[config.mk]
export PLATFORM = sky130hd
export DESIGN_NAME = mem_arbiter_n
export DESIGN_NICKNAME = d
export VERILOG_FILES = /design/src/rtl/mem_arbiter_n.sv
export SDC_FILE = /design/constraint.sdc
export NUM_CORES = 1
export LEC_CHECK = 0
export CORE_AREA = 2 2 547 549
export DETAILED_ROUTE_END_ITERATION = 8
export DIE_AREA = 0 0 549 551
export PLACE_DENSITY = 0.34
export SYNTH_ARGS = -nofsm -noshare
export SYNTH_HDL_FRONTEND = slang
export SYNTH_SLANG_ARGS = --single-unit
[constraint.sdc]
create_clock -name clk -period 1.6 [get_ports clk]
set_input_delay 0.32 -clock clk [delete_from_list [all_inputs] [get_ports clk]]
set_output_delay 0.32 -clock clk [all_outputs]
set_load 0.005 [all_outputs]
[src/rtl/mem_arbiter_n.sv]
// mem_arbiter_n: N-port, cacheline-granular arbiter in front of one line adaptor.
// One line transaction is outstanding at a time. The winner is picked round-robin
// (PRIORITY_MODE=0) or by fixed priority with port 0 highest (PRIORITY_MODE=1).
// The winning request is latched, so clients may change their inputs after the grant.
// A one-cycle RELEASE state follows every completion, so a client that still holds
// its request in the completion cycle is not granted again by mistake.
// Optional feature macro: MEM_ARB_RESP_REG_EN. When defined, the response path is
// registered: an extra RESP state drives cli_resp and cli_rdata from flops.
`timescale 1ns/1ps
module mem_arbiter_n #(
    parameter int N_PORTS       = 2,
    parameter int LINE_W        = 256,
    parameter int ADDR_W        = 32,
    parameter int PRIORITY_MODE = 0
) (
    input  logic                             clk,
    input  logic                             reset_n,
    input  logic [N_PORTS-1:0]               cli_read,
    input  logic [N_PORTS-1:0]               cli_write,
    input  logic [N_PORTS-1:0][ADDR_W-1:0]   cli_address,
    input  logic [N_PORTS-1:0][LINE_W-1:0]   cli_wdata,
    output logic [LINE_W-1:0]                cli_rdata,
    output logic [N_PORTS-1:0]               cli_resp,
    output logic                             mem_read,
    output logic                             mem_write,
    output logic [ADDR_W-1:0]                mem_address,
    output logic [LINE_W-1:0]                mem_wdata,
    input  logic [LINE_W-1:0]                mem_rdata,
    input  logic                             mem_resp
);

    // Handshake: a client raises cli_read or cli_write and holds it (with a stable
    // address/line) until its one-cycle cli_resp pulse; towards the adaptor,
    // mem_read/mem_write stay high until and including the cycle mem_resp is seen,
    // and mem_resp is honoured only while a transaction is in flight.

    localparam int IDX_W  = (N_PORTS > 1) ? $clog2(N_PORTS) : 1;
    localparam int SCAN_W = IDX_W + 1;

`ifdef MEM_ARB_RESP_REG_EN
    typedef enum logic [1:0] {
        S_IDLE    = 2'd0,
        S_BUSY    = 2'd1,
        S_RESP    = 2'd2,
        S_RELEASE = 2'd3
    } state_t;
`else
    typedef enum logic [1:0] {
        S_IDLE    = 2'd0,
        S_BUSY    = 2'd1,
        S_RELEASE = 2'd3
    } state_t;
`endif

    state_t             state;
    logic [IDX_W-1:0]   rr_ptr;
    logic [IDX_W-1:0]   win_q;
    logic [IDX_W-1:0]   next_ptr;

    logic [N_PORTS-1:0] req;
    logic               any_req;
    logic [IDX_W-1:0]   win_idx;
    logic               found;
    logic [SCAN_W-1:0]  scan;

`ifdef MEM_ARB_RESP_REG_EN
    logic [N_PORTS-1:0] resp_q;
    logic [LINE_W-1:0]  rdata_q;
`endif

    // Pick this cycle's winner: scan from rr_ptr (round-robin) or from 0 (fixed).
    always_comb begin
        req     = cli_read | cli_write;
        any_req = |req;
        win_idx = '0;
        found   = 1'b0;
        scan    = '0;
        for (int k = 0; k < N_PORTS; k++) begin
            if (PRIORITY_MODE != 0) begin
                scan = SCAN_W'(k);
            end else begin
                scan = {1'b0, rr_ptr} + SCAN_W'(k);
                if (scan >= SCAN_W'(N_PORTS)) begin
                    scan = scan - SCAN_W'(N_PORTS);
                end
            end
            if (!found && req[scan[IDX_W-1:0]]) begin
                found   = 1'b1;
                win_idx = scan[IDX_W-1:0];
            end
        end
    end

    // The port after the current winner, wrapping at N_PORTS.
    assign next_ptr = (win_q == IDX_W'(N_PORTS - 1)) ? '0 : win_q + IDX_W'(1);

    // Arbitration FSM; every adaptor-side output is registered here.
    always_ff @(posedge clk) begin
        if (!reset_n) begin
            state       <= S_IDLE;
            rr_ptr      <= '0;
            win_q       <= '0;
            mem_read    <= 1'b0;
            mem_write   <= 1'b0;
            mem_address <= '0;
            mem_wdata   <= '0;
`ifdef MEM_ARB_RESP_REG_EN
            resp_q      <= '0;
            rdata_q     <= '0;
`endif
        end else begin
            case (state)
                S_IDLE: begin
                    if (any_req) begin
                        // A write wins over a read raised on the same port.
                        win_q       <= win_idx;
                        mem_write   <= cli_write[win_idx];
                        mem_read    <= ~cli_write[win_idx];
                        mem_address <= cli_address[win_idx];
                        mem_wdata   <= cli_wdata[win_idx];
                        state       <= S_BUSY;
                    end
                end
                S_BUSY: begin
                    // Client inputs are ignored here; only the adaptor can end this.
                    if (mem_resp) begin
                        mem_read  <= 1'b0;
                        mem_write <= 1'b0;
                        if (PRIORITY_MODE == 0) begin
                            rr_ptr <= next_ptr;
                        end
`ifdef MEM_ARB_RESP_REG_EN
                        rdata_q         <= mem_rdata;
                        resp_q          <= '0;
                        resp_q[win_q]   <= 1'b1;
                        state           <= S_RESP;
`else
                        state           <= S_RELEASE;
`endif
                    end
                end
`ifdef MEM_ARB_RESP_REG_EN
                S_RESP: begin
                    resp_q <= '0;
                    state  <= S_RELEASE;
                end
`endif
                S_RELEASE: begin
                    state <= S_IDLE;
                end
                default: begin
                    state <= S_IDLE;
                end
            endcase
        end
    end

`ifdef MEM_ARB_RESP_REG_EN
    assign cli_resp  = resp_q;
    assign cli_rdata = rdata_q;
`else
    // Completion passes straight through to the winning port in the mem_resp cycle.
    always_comb begin
        cli_resp = '0;
        if (reset_n && (state == S_BUSY) && mem_resp) begin
            cli_resp[win_q] = 1'b1;
        end
    end
    assign cli_rdata = mem_rdata;
`endif

endmodule

==> insert_results.sql <==
INSERT INTO impl_metrics (metric_group, metric, value, unit) VALUES
('job', 'drv_cap', '0', ''),
('cells_and_area', 'fraction_of_layout_cells_with_a_size_suffix_above_1', '29.6', '%'),
('sta', 'finalWorstSetupSlack', '-282', 'ps'),
('worst_setup_path', 'path_max_fanout', '6', ''),
('cells_and_area', 'nFillCells', '34400', ''),
('global_route', 'busiest_layer', 'met2', ''),
('worst_setup_path', 'worstReg2RegStart', 'state[0]$_SDFFE_PN0P_', ''),
('sta', 'fmaxAchievable', '531', 'MHz'),
('global_route', 'globalRouteOverflowTotal', '0', ''),
('global_route', 'wire_length_of_the_first_global_routing_pass', '199000', 'um'),
('sta', 'final.period_utilization', '118', '%'),
('yosys', 'synth-edff-count', '0', ''),
('sta', 'timing_max_transition_violations_final', '0', ''),
('floorplanning', 'fp.dieArea', '302000', 'um^2'),
('yosys', 'synth-seq-area-share', '41.5', '%'),
('yosys', 'synthesis.area', '14200', 'um^2'),
('outcome', 'failed_checks', 'hold timing, setup timing', ''),
('power', 'p_switching', '9.41', 'mW'),
('global_route', 'globalRouteMet1Util', '10.2', '%'),
('drt', 'drt_first_pass_iters', '5', ''),
('sta', 'final-hold-violation-count', '1', ''),
('yosys', 'yosysTopAreaCell', 'sky130_fd_sc_hd__dfxtp_1', ''),
('drt', 'postRouteAntennaNets', '0', ''),
('placed_design', 'dp_worst_setup_slack', '-660', 'ps'),
('power', 'clockPowerShare', '38.4', '%'),
('global_route', 'globalRouteTotalUtil', '10.4', '%'),
('yosys', 'postSynthRegisterBits', '294', ''),
('outcome', 'status', 'complete, but fails checks', ''),
('drt', 'route.detailed.drc', '0', ''),
('yosys', 'netlist-cell-type-count', '29', ''),
('clocking', 'cts.sinks', '294', ''),
('global_route', 'grtUsageMet3', '8.88', '%'),
('power', 'sequentialPowerShare', '30.6', '%'),
('yosys', 'synth.net_count', '2728', ''),
('yosys', 'synth_largest_type_area_fraction', '41.5', '%'),
('worst_setup_path', 'worstSetupPathType', 'reg2reg', ''),
('floorplanning', 'top_level_ports', '1387', ''),
('yosys', 'synth_area_per_cell', '7.50', 'um^2'),
('power', 'cell_internal_pwr', '19.5', 'mW'),
('yosys', 'postSynth.asyncResetShare', '0', '%'),
('clocking', 'cts_tree', 'yes', ''),
('sta', 'finalSetupViolCount', '294', ''),
('clocking', 'clk_slew_on_worst_s_h_paths', '60', 'ps'),
('global_route', 'global_route.usage.met2', '15.5', '%'),
('worst_setup_path', 'critical_path.endpoint', 'mem_wdata[70]$_SDFFE_PN0P_', ''),
('worst_setup_path', 'crit_arrival', '2460', 'ps'),
('drt', 'routedWlPerCell', '26.4', 'um'),
('worst_setup_path', 'ff2ff_path_depth', '9', ''),
('clocking', 'ctsHtreeMaxLevel', '2', ''),
('clocking', 'tritoncts_buffer_count', '45', ''),
('power', 'power.switching_fraction', '32.6', '%'),
('clocking', 'clk_latency', '690', 'ps'),
('sta', 'clock-skew-final', '21.0', 'ps'),
('floorplanning', 'rows', '200', ''),
('global_route', 'grt_antenna_before_repair', '103', ''),
('floorplanning', 'floorplan.core_area', '296000', 'um^2'),
('drt', 'routed_wl', '175000', 'um'),
('cells_and_area', 'fin_nets', '3475', ''),
('global_route', 'first_global_vias', '16900', ''),
('placed_design', 'dp_hpwl', '145000', 'um'),
('sta', 'layout_min_cycle_time', '1880', 'ps'),
('cells_and_area', 'syn_to_final_growth', '119', '%'),
('power', 'vdd_drop_max', '0.863', 'mV'),
('power', 'comb_power_share', '31.0', '%'),
('yosys', 'syn_inst', '1889', ''),
('drt', 'via_count_of_the_routed_design', '17700', ''),
('drt', 'dr.first_iter.drc_count', '1084', ''),
('drt', 'post_drt_via_cell_ratio', '2.67', ''),
('worst_setup_path', 'critPathRequiredTime', '2180', 'ps'),
('sta', 'timing.hold.ws', '-0.754', 'ps'),
('yosys', 'synth.area.top_cells', 'sky130_fd_sc_hd__dfxtp_1 (42%), sky130_fd_sc_hd__nand2_1 (15%), sky130_fd_sc_hd__buf_4 (14%)', '');
cells by family after synthesis:
logic type	share of synthesized area, %
AND/OR/NAND/NOR	16.3
buffers and inverters	19.0
flip-flops	41.5
AO/OA/AOI/OAI	23.2
layout by cell type, fill, tap and decap left out, types with 3 or more instances in the layout:
| cell type | synthesis | final |
|---|---|---|
| sky130_fd_sc_hd__a31oi_1 | 288 | 279 |
| sky130_fd_sc_hd__a31oi_2 | 0 | 5 |
| sky130_fd_sc_hd__a31oi_4 | 0 | 4 |
| sky130_fd_sc_hd__and2_4 | 0 | 3 |
| sky130_fd_sc_hd__buf_12 | 0 | 125 |
| sky130_fd_sc_hd__buf_16 | 0 | 11 |
| sky130_fd_sc_hd__buf_2 | 74 | 118 |
| sky130_fd_sc_hd__buf_4 | 272 | 138 |
| sky130_fd_sc_hd__buf_6 | 2 | 59 |
| sky130_fd_sc_hd__buf_8 | 0 | 18 |
| sky130_fd_sc_hd__bufinv_16 | 0 | 7 |
| sky130_fd_sc_hd__clkbuf_1 | 65 | 10 |
| sky130_fd_sc_hd__clkbuf_16 | 0 | 96 |
| sky130_fd_sc_hd__clkbuf_8 | 0 | 4 |
| sky130_fd_sc_hd__clkdlybuf4s15_1 | 0 | 5 |
| sky130_fd_sc_hd__clkdlybuf4s15_2 | 0 | 11 |
| sky130_fd_sc_hd__clkdlybuf4s50_1 | 0 | 581 |
| sky130_fd_sc_hd__clkinv_2 | 0 | 5 |
| sky130_fd_sc_hd__clkinvlp_4 | 0 | 4 |
| sky130_fd_sc_hd__dfxtp_1 | 294 | 129 |
| sky130_fd_sc_hd__dfxtp_2 | 0 | 129 |
| sky130_fd_sc_hd__dfxtp_4 | 0 | 36 |
| sky130_fd_sc_hd__diode_2 | 0 | 16 |
| sky130_fd_sc_hd__nand2_1 | 578 | 578 |
| sky130_fd_sc_hd__o21ai_0 | 247 | 106 |
| sky130_fd_sc_hd__o21ai_1 | 42 | 172 |
| sky130_fd_sc_hd__o21ai_2 | 0 | 11 |
sequential cells by signal, indices dropped and copies added, names as in the netlist:
signal and flops:
win_q 1, mem_write 1, mem_address 32, rr_ptr 1, state 2, mem_read 1
mem_wdata 256
what timing repair did:
item                                   4_1_cts  5_1_grt
setup buffers                               10       59
cloned                                       2       61
setup endpoints to repair                  494      362
gates resized for setup                    991      246
endpoints found under the hold margin        1        1
pin swaps                                    2        2
metrics by stage:
stage                     cells  TNS [ps]  cell area [um^2]  hold slack [ps]
after floorplan            1889         0             14200              472
after global placement     6397   -156660             27100              488
after detailed placement   6397   -162930             27100              495
after CTS                  6488    -28130             28600            -69.7
after global routing       6613    -77660             31000            -48.0
final                      6623    -50440             31100           -0.754
area by class of cell:
cell class / count / area [um^2] / share of cell area [%]
Multi-Input combinational cell: 1178 / 5760 / 18.5
Clock inverter: 19 / 299 / 0.963
Inverter: 1 / 3.75 / 0.0121
Clock buffer: 60 / 1240 / 4.00
Timing Repair Buffer: 1116 / 12600 / 40.6
Sequential cell: 294 / 6180 / 19.9
Tap cell: 3939 / 4930 / 15.9
Antenna cell: 16 / 40.0 / 0.129
power groups by stage:
stage / Combinational [mW] / Clock [mW] / Sequential [mW]
finish: 8.95 / 11.1 / 8.84
global route: 9.80 / 11.7 / 8.93
CTS: 7.83 / 11.6 / 8.84
detailed placement: 7.93 / 0 / 8.91
global placement: 7.94 / 0 / 8.90
floorplan: 2.41 / 0 / 8.66
metal layers:
metal  up-vias  share of wire, %
met4        64               4.8
met3       445                18
met1      8263                34
li1       7763                 -
met5         -              0.30
met2      1153                43
critical path, cell delays in order, from the launching register on:
cell,delay [ps]
sky130_fd_sc_hd__dfxtp_4,360
sky130_fd_sc_hd__buf_4,140
sky130_fd_sc_hd__nor3_4,280
sky130_fd_sc_hd__buf_12,190
sky130_fd_sc_hd__buf_12,130
sky130_fd_sc_hd__buf_6,100
sky130_fd_sc_hd__clkbuf_16,160
sky130_fd_sc_hd__clkbuf_16,150
sky130_fd_sc_hd__o21ai_0,80
sky130_fd_sc_hd__a31oi_1,170
worst min path at each step:
stage,from,to,slack (ps)
2_1_floorplan,cli_wdata[223],mem_wdata[223]$_SDFFE_PN0P_,470
3_3_place_gp,mem_read$_SDFFE_PN0P_,mem_read$_SDFFE_PN0P_,490
3_5_place_dp,mem_read$_SDFFE_PN0P_,mem_read$_SDFFE_PN0P_,490
4_1_cts,reset_n,state[1]$_SDFFE_PN0P_,-70
5_1_grt,reset_n,state[1]$_SDFFE_PN0P_,-50
6_report,reset_n,state[1]$_SDFFE_PN0P_,-0.8
(Power assumes the default switching activity.)
